===== src/rtl/uart_tx_frame_ctrl.sv =====
// UART transmit engine: frame FSM, LSB-first serializer, parity generator and line driver.
// Optional one-entry holding buffer compiled in with `define UART_TX_HOLD_BUF_EN.
module uart_tx_frame_ctrl #(
    parameter int   DATA_WIDTH = 8,
    parameter logic IDLE_LEVEL = 1'b1
) (
    input  logic                  clk,
    input  logic                  rst,
    input  logic [DATA_WIDTH-1:0] P_DATA,
    input  logic                  Data_Valid,
    input  logic                  PAR_EN,
    input  logic                  PAR_TYP,
    input  logic                  STOP2,
    output logic                  TX_OUT,
    output logic                  busy,
    output logic                  accept,
    output logic                  buf_full
);

    localparam int CNT_W = $clog2(DATA_WIDTH);
    localparam logic [CNT_W-1:0] LAST_BIT = CNT_W'(DATA_WIDTH - 1);

    typedef enum logic [2:0] {
        ST_IDLE   = 3'd0,
        ST_START  = 3'd1,
        ST_DATA   = 3'd2,
        ST_PARITY = 3'd3,
        ST_STOP1  = 3'd4,
        ST_STOP2  = 3'd5
    } state_t;

    state_t                state;
    logic [DATA_WIDTH-1:0] shift_reg;
    logic [CNT_W-1:0]      bit_cnt;
    logic                  par_en_q;
    logic                  par_bit_q;
    logic                  stop2_q;

    logic                  final_stop;
    logic                  load_frame;
    logic [DATA_WIDTH-1:0] load_data;
    logic                  load_par_en;
    logic                  load_par_bit;
    logic                  load_stop2;

    // Parity over the payload; odd parity is the inverted even result.
    function automatic logic par_calc(input logic [DATA_WIDTH-1:0] d, input logic odd);
        return (^d) ^ odd;
    endfunction

    assign final_stop = ((state == ST_STOP1) && !stop2_q) || (state == ST_STOP2);

`ifdef UART_TX_HOLD_BUF_EN
    logic [DATA_WIDTH-1:0] hold_data;
    logic                  hold_par_en;
    logic                  hold_par_bit;
    logic                  hold_stop2;
    logic                  in_frame;
    logic                  buf_store;

    assign in_frame  = (state == ST_START) || (state == ST_DATA) || (state == ST_PARITY) ||
                       (state == ST_STOP1) || (state == ST_STOP2);
    // At the final stop a full buffer drains into the shifter and may be refilled the same cycle.
    assign buf_store = Data_Valid && in_frame && (final_stop ? buf_full : !buf_full);
    assign accept    = !rst && Data_Valid &&
                       ((state == ST_IDLE) || final_stop || (in_frame && !buf_full));
`else
    assign accept    = !rst && Data_Valid && ((state == ST_IDLE) || final_stop);
    assign buf_full  = 1'b0;
`endif

    always_comb begin
        load_data    = P_DATA;
        load_par_en  = PAR_EN;
        load_par_bit = par_calc(P_DATA, PAR_TYP);
        load_stop2   = STOP2;
        load_frame   = Data_Valid && ((state == ST_IDLE) || final_stop);
`ifdef UART_TX_HOLD_BUF_EN
        if (final_stop && buf_full) begin
            load_data    = hold_data;
            load_par_en  = hold_par_en;
            load_par_bit = hold_par_bit;
            load_stop2   = hold_stop2;
            load_frame   = 1'b1;
        end
`endif
    end

    always_ff @(posedge clk or posedge rst) begin
        if (rst) begin
            state     <= ST_IDLE;
            TX_OUT    <= IDLE_LEVEL;
            busy      <= 1'b0;
            shift_reg <= '0;
            bit_cnt   <= '0;
            par_en_q  <= 1'b0;
            par_bit_q <= 1'b0;
            stop2_q   <= 1'b0;
`ifdef UART_TX_HOLD_BUF_EN
            buf_full     <= 1'b0;
            hold_data    <= '0;
            hold_par_en  <= 1'b0;
            hold_par_bit <= 1'b0;
            hold_stop2   <= 1'b0;
`endif
        end else begin
            case (state)
                ST_IDLE: begin
                    busy   <= 1'b0;
                    TX_OUT <= IDLE_LEVEL;
                    if (load_frame) begin
                        state  <= ST_START;
                        TX_OUT <= ~IDLE_LEVEL;
                        busy   <= 1'b1;
                    end
                end
                ST_START: begin
                    state     <= ST_DATA;
                    TX_OUT    <= shift_reg[0];
                    shift_reg <= shift_reg >> 1;
                    bit_cnt   <= '0;
                end
                ST_DATA: begin
                    if (bit_cnt == LAST_BIT) begin
                        bit_cnt <= '0;
                        if (par_en_q) begin
                            state  <= ST_PARITY;
                            TX_OUT <= par_bit_q;
                        end else begin
                            state  <= ST_STOP1;
                            TX_OUT <= IDLE_LEVEL;
                        end
                    end else begin
                        bit_cnt   <= bit_cnt + 1'b1;
                        TX_OUT    <= shift_reg[0];
                        shift_reg <= shift_reg >> 1;
                    end
                end
                ST_PARITY: begin
                    state  <= ST_STOP1;
                    TX_OUT <= IDLE_LEVEL;
                end
                ST_STOP1, ST_STOP2: begin
                    if ((state == ST_STOP1) && stop2_q) begin
                        state  <= ST_STOP2;
                        TX_OUT <= IDLE_LEVEL;
                    end else if (load_frame) begin
                        // Back-to-back: next start bit follows with no idle gap.
                        state  <= ST_START;
                        TX_OUT <= ~IDLE_LEVEL;
                        busy   <= 1'b1;
                    end else begin
                        state  <= ST_IDLE;
                        TX_OUT <= IDLE_LEVEL;
                        busy   <= 1'b0;
                    end
                end
                default: begin
                    state  <= ST_IDLE;
                    TX_OUT <= IDLE_LEVEL;
                    busy   <= 1'b0;
                end
            endcase

            if (load_frame) begin
                shift_reg <= load_data;
                par_en_q  <= load_par_en;
                par_bit_q <= load_par_bit;
                stop2_q   <= load_stop2;
            end

`ifdef UART_TX_HOLD_BUF_EN
            if (buf_store) begin
                buf_full     <= 1'b1;
                hold_data    <= P_DATA;
                hold_par_en  <= PAR_EN;
                hold_par_bit <= par_calc(P_DATA, PAR_TYP);
                hold_stop2   <= STOP2;
            end else if (final_stop && buf_full) begin
                buf_full <= 1'b0;
            end
`endif
        end
    end

endmodule


===== config.mk =====
export PLATFORM = sky130hd
export DESIGN_NAME = uart_tx_frame_ctrl
export DESIGN_NICKNAME = d
export VERILOG_FILES = /design/src/rtl/uart_tx_frame_ctrl.sv
export SDC_FILE = /design/constraint.sdc
export NUM_CORES = 1
export LEC_CHECK = 0
export BUFFER_PORTS_ARGS = -buffer_cell sky130_fd_sc_hd__buf_2
export CORE_MARGIN = 5
export CORE_UTILIZATION = 40
export DETAILED_ROUTE_END_ITERATION = 10
export SYNTH_ARGS = -nofsm -noshare
export SYNTH_HDL_FRONTEND = slang
export SYNTH_SLANG_ARGS = --single-unit
export TNS_END_PERCENT = 50

===== constraint.sdc =====
create_clock -name clk -period 2.5 [get_ports clk]
set_clock_uncertainty 0.1 [all_clocks]
set_input_delay 0 -clock clk [delete_from_list [all_inputs] [get_ports clk]]
set_output_delay 0 -clock clk [all_outputs]
set_load 0.01 [all_outputs]

==> results.yml <==
status:
  status: "finished, final reports clean"
floorplanning:
  core_area_sq_um: 2780
  dieArea_sq_um: 4110
  start_util_pct: 42.2
  dieHeight_um: 64.1
  io_pins: 18
  num_rows: 19
  fp.dieW_um: 64.1
global_route:
  grt_start_max_net_pins: 20
  use_met1_pct: 15.1
  grt.total_usage_pct: 11.6
  use_met2_pct: 18.7
  busiest_layer: "met2"
  grt_pass1_vias: 928
  use_met3_pct: 1.75
  grt_pass1_wl_mm: 3.90
  overflow: 0
  antenna_found_initial: 0
critical_path:
  worstPathMaxFanout: 6
  reg2reg_slack_ps: 380
  reg2regPathDepth: 6
  worstPathArrival_ps: 2190
  crit_required_ps: 2560
  setup.worst_path.end_class: "flop"
  crit_type: "reg -> reg"
  critPathLaunchType: "flop"
clocking:
  tritoncts: "done"
  cts_sinks: 19
  clk_latency_ps: 290
  clockRootBuffer: "clkbuf_4"
  htreeDepth: 1
  clockBufferDepth: 2
  cts_hold_buf: 12
  cts-resized-gates: 0
  cts.clk_slew.worst_paths_ps: 110
  cts_setup_buffers: 0
  numCtsBuffers: 3
sta:
  relSlewSlack_pct: 51.7
  setup_viol: 0
  rsz0062_at_grt: "no"
  clock.fmax_mhz: 471
  finalWorstSetupSlack_ps: 375
  maxSlewViolCount: 0
  finalHoldViolCount: 0
  fin_crit_sh_pct: 85.0
  min_period_ps: 2120
  worst_pin_slew_ps: 723
  tns_ps: 0
cells_and_area:
  nets: 150
  drive_above_1_share_pct: 30.8
  largest_register_ffs: 8
  area_growth_pct: 19.9
  fin_cells: 164
  ff_latch_area_sq_um: 477
  nFillCells: 249
  num_antenna_cells: 0
  multi_input_area_sq_um: 629
place:
  place_congestion: 0.862
  port_buffers: 16
  place_inst: 148
  hpwlAfterDp_mm: 1.64
  post-place-ws_ps: 387
route:
  via_per_inst: 5.34
  route.detailed.drc: 0
  dr.pass1.iters: 4
  dr_total_vias: 876
  wl_mm: 2.23
  drt_iter0_markers: 14
  ant_nets: 0
  wl_per_cell_um: 13.6
run:
  max_cap_violations: 0
logic_synthesis:
  synth_area_sq_um: 1170
  synth_nets: 121
  avgSynthCellArea_sq_um: 11.2
  yosys-top-cells-area: "dfrtp_1, mux2_4, mux2_2, o21ai_0, a21oi_1"
  ys_types: 36
  yosys.area.top_type: "dfrtp_1"
  yosysSeqAreaShare_pct: 40.7
  synth.top_cell.area_share_pct: 38.4
  ys_warn_count: 0
  syn_inst: 105
  synth_seq_cells: 19
pwr:
  leakage_nw: 0.641
  ir_drop_mv: 0.634
  power.density_nw_per_um2: 1180
min_path:
  min_path_type: "in -> async"
==> final timing paths <==
check / startpoint / endpoint
min in group clk: PAR_TYP / par_bit_q
min reg2reg: shift_reg[1] / shift_reg[1]
max in group asynchronous: rst / shift_reg[1]
min: rst / par_en_q
max: bit_cnt[0] / shift_reg[2]
max reg2reg: bit_cnt[0] / shift_reg[2]
==> metrics by stage <==
step                total power [mW]  util [%]  instance area [sq um]  hold WS (ps)
floorplan                       1.35         -                   1170          -150
global placement                1.47      45.3                   1260          59.3
detailed placement              1.50      45.3                   1260          61.6
CTS                             1.68      50.5                   1410           275
global route                    1.80      50.5                   1410           293
finish                          1.66      50.5                   1410           262
==> kinds of logic (layout without fill, tap and decap cells) <==
| family | count (synthesis) | in the layout | synth area share [%] |
|---|---|---|---|
| compound gates | 29 | 29 | 18.7 |
| fa+ha+maj | 2 | 2 | 2.13 |
| simple gates | 19 | 19 | 8.43 |
| xor+xnor | 7 | 7 | 6.40 |
| other cells | 1 | 1 | 0.320 |
| mux | 16 | 16 | 17.7 |
| flops | 19 | 19 | 40.7 |
| buf+inv | 12 | 40 | 5.66 |
==> Yosys cell counts, drive strengths merged <==
| cell type | instances |
|---|---|
| o32ai | 2 |
| mux2i | 2 |
| o211ai | 1 |
| a22oi | 3 |
| xor2 | 2 |
| inv | 7 |
| nand4 | 1 |
| nor3 | 1 |
| mux2 | 14 |
| o32a | 1 |
| a21oi | 8 |
| xnor3 | 1 |
| nand2 | 6 |
| dfrtp | 18 |
| o21ai | 8 |
| a31oi | 1 |
| nor2 | 4 |
| o2111ai | 1 |
| ha | 2 |
| conb | 1 |
| buf | 5 |
| o22ai | 2 |
| a221o | 1 |
| nor2b | 2 |
| or3b | 1 |
| and2b | 1 |
| a21boi | 1 |
| dfstp | 1 |
| xnor2 | 4 |
| nand2b | 3 |
==> metal layers <==
layer	wire length, um	vias up
met5	0	-
met4	31	0
met3	72	4
met2	1090	18
met1	1040	420
li1	-	434
==> where the power goes <==
group	internal, mW	switching (mW)	leakage, nW
logic	0.490	0.391	0.393
registers	0.465	0.161	0.234
clock network	0.0621	0.0922	0.0150
total	1.02	0.645	0.641
==> worst max-delay path: stages (launching register included) <==
cell and delay [ps]:
dfrtp_1 430, ha_1 220, ha_1 270, or3b_2 480
a21oi_2 190, mux2i_1 210, a21oi_1 80
==> final cells by class <==
cell class              instances  share of cell area, %
multi-input cells              74                   44.8
flip-flops and latches         19                   33.9
repair buffers                 29                   14.8
well taps                      31                   2.76
clock buffers                   4                   1.87
inverters                       7                   1.87
==> cells in the final DEF (no fill, tap or decap), types with 2 or more instances in the layout <==
cell type,instances
dfrtp_1,18
inv_1,6
mux2_4,8
mux2i_1,2
o22ai_1,2
a22oi_1,3
nand2_1,6
nor2_1,4
buf_2,16
o21ai_0,8
mux2_2,6
nor2b_1,2
nand2b_1,3
a21oi_1,7
xor2_1,2
dlygate4sd3_1,12
xnor2_1,4
clkbuf_4,3
ha_1,2
Note: power is estimated with default switching activity, not from simulation.
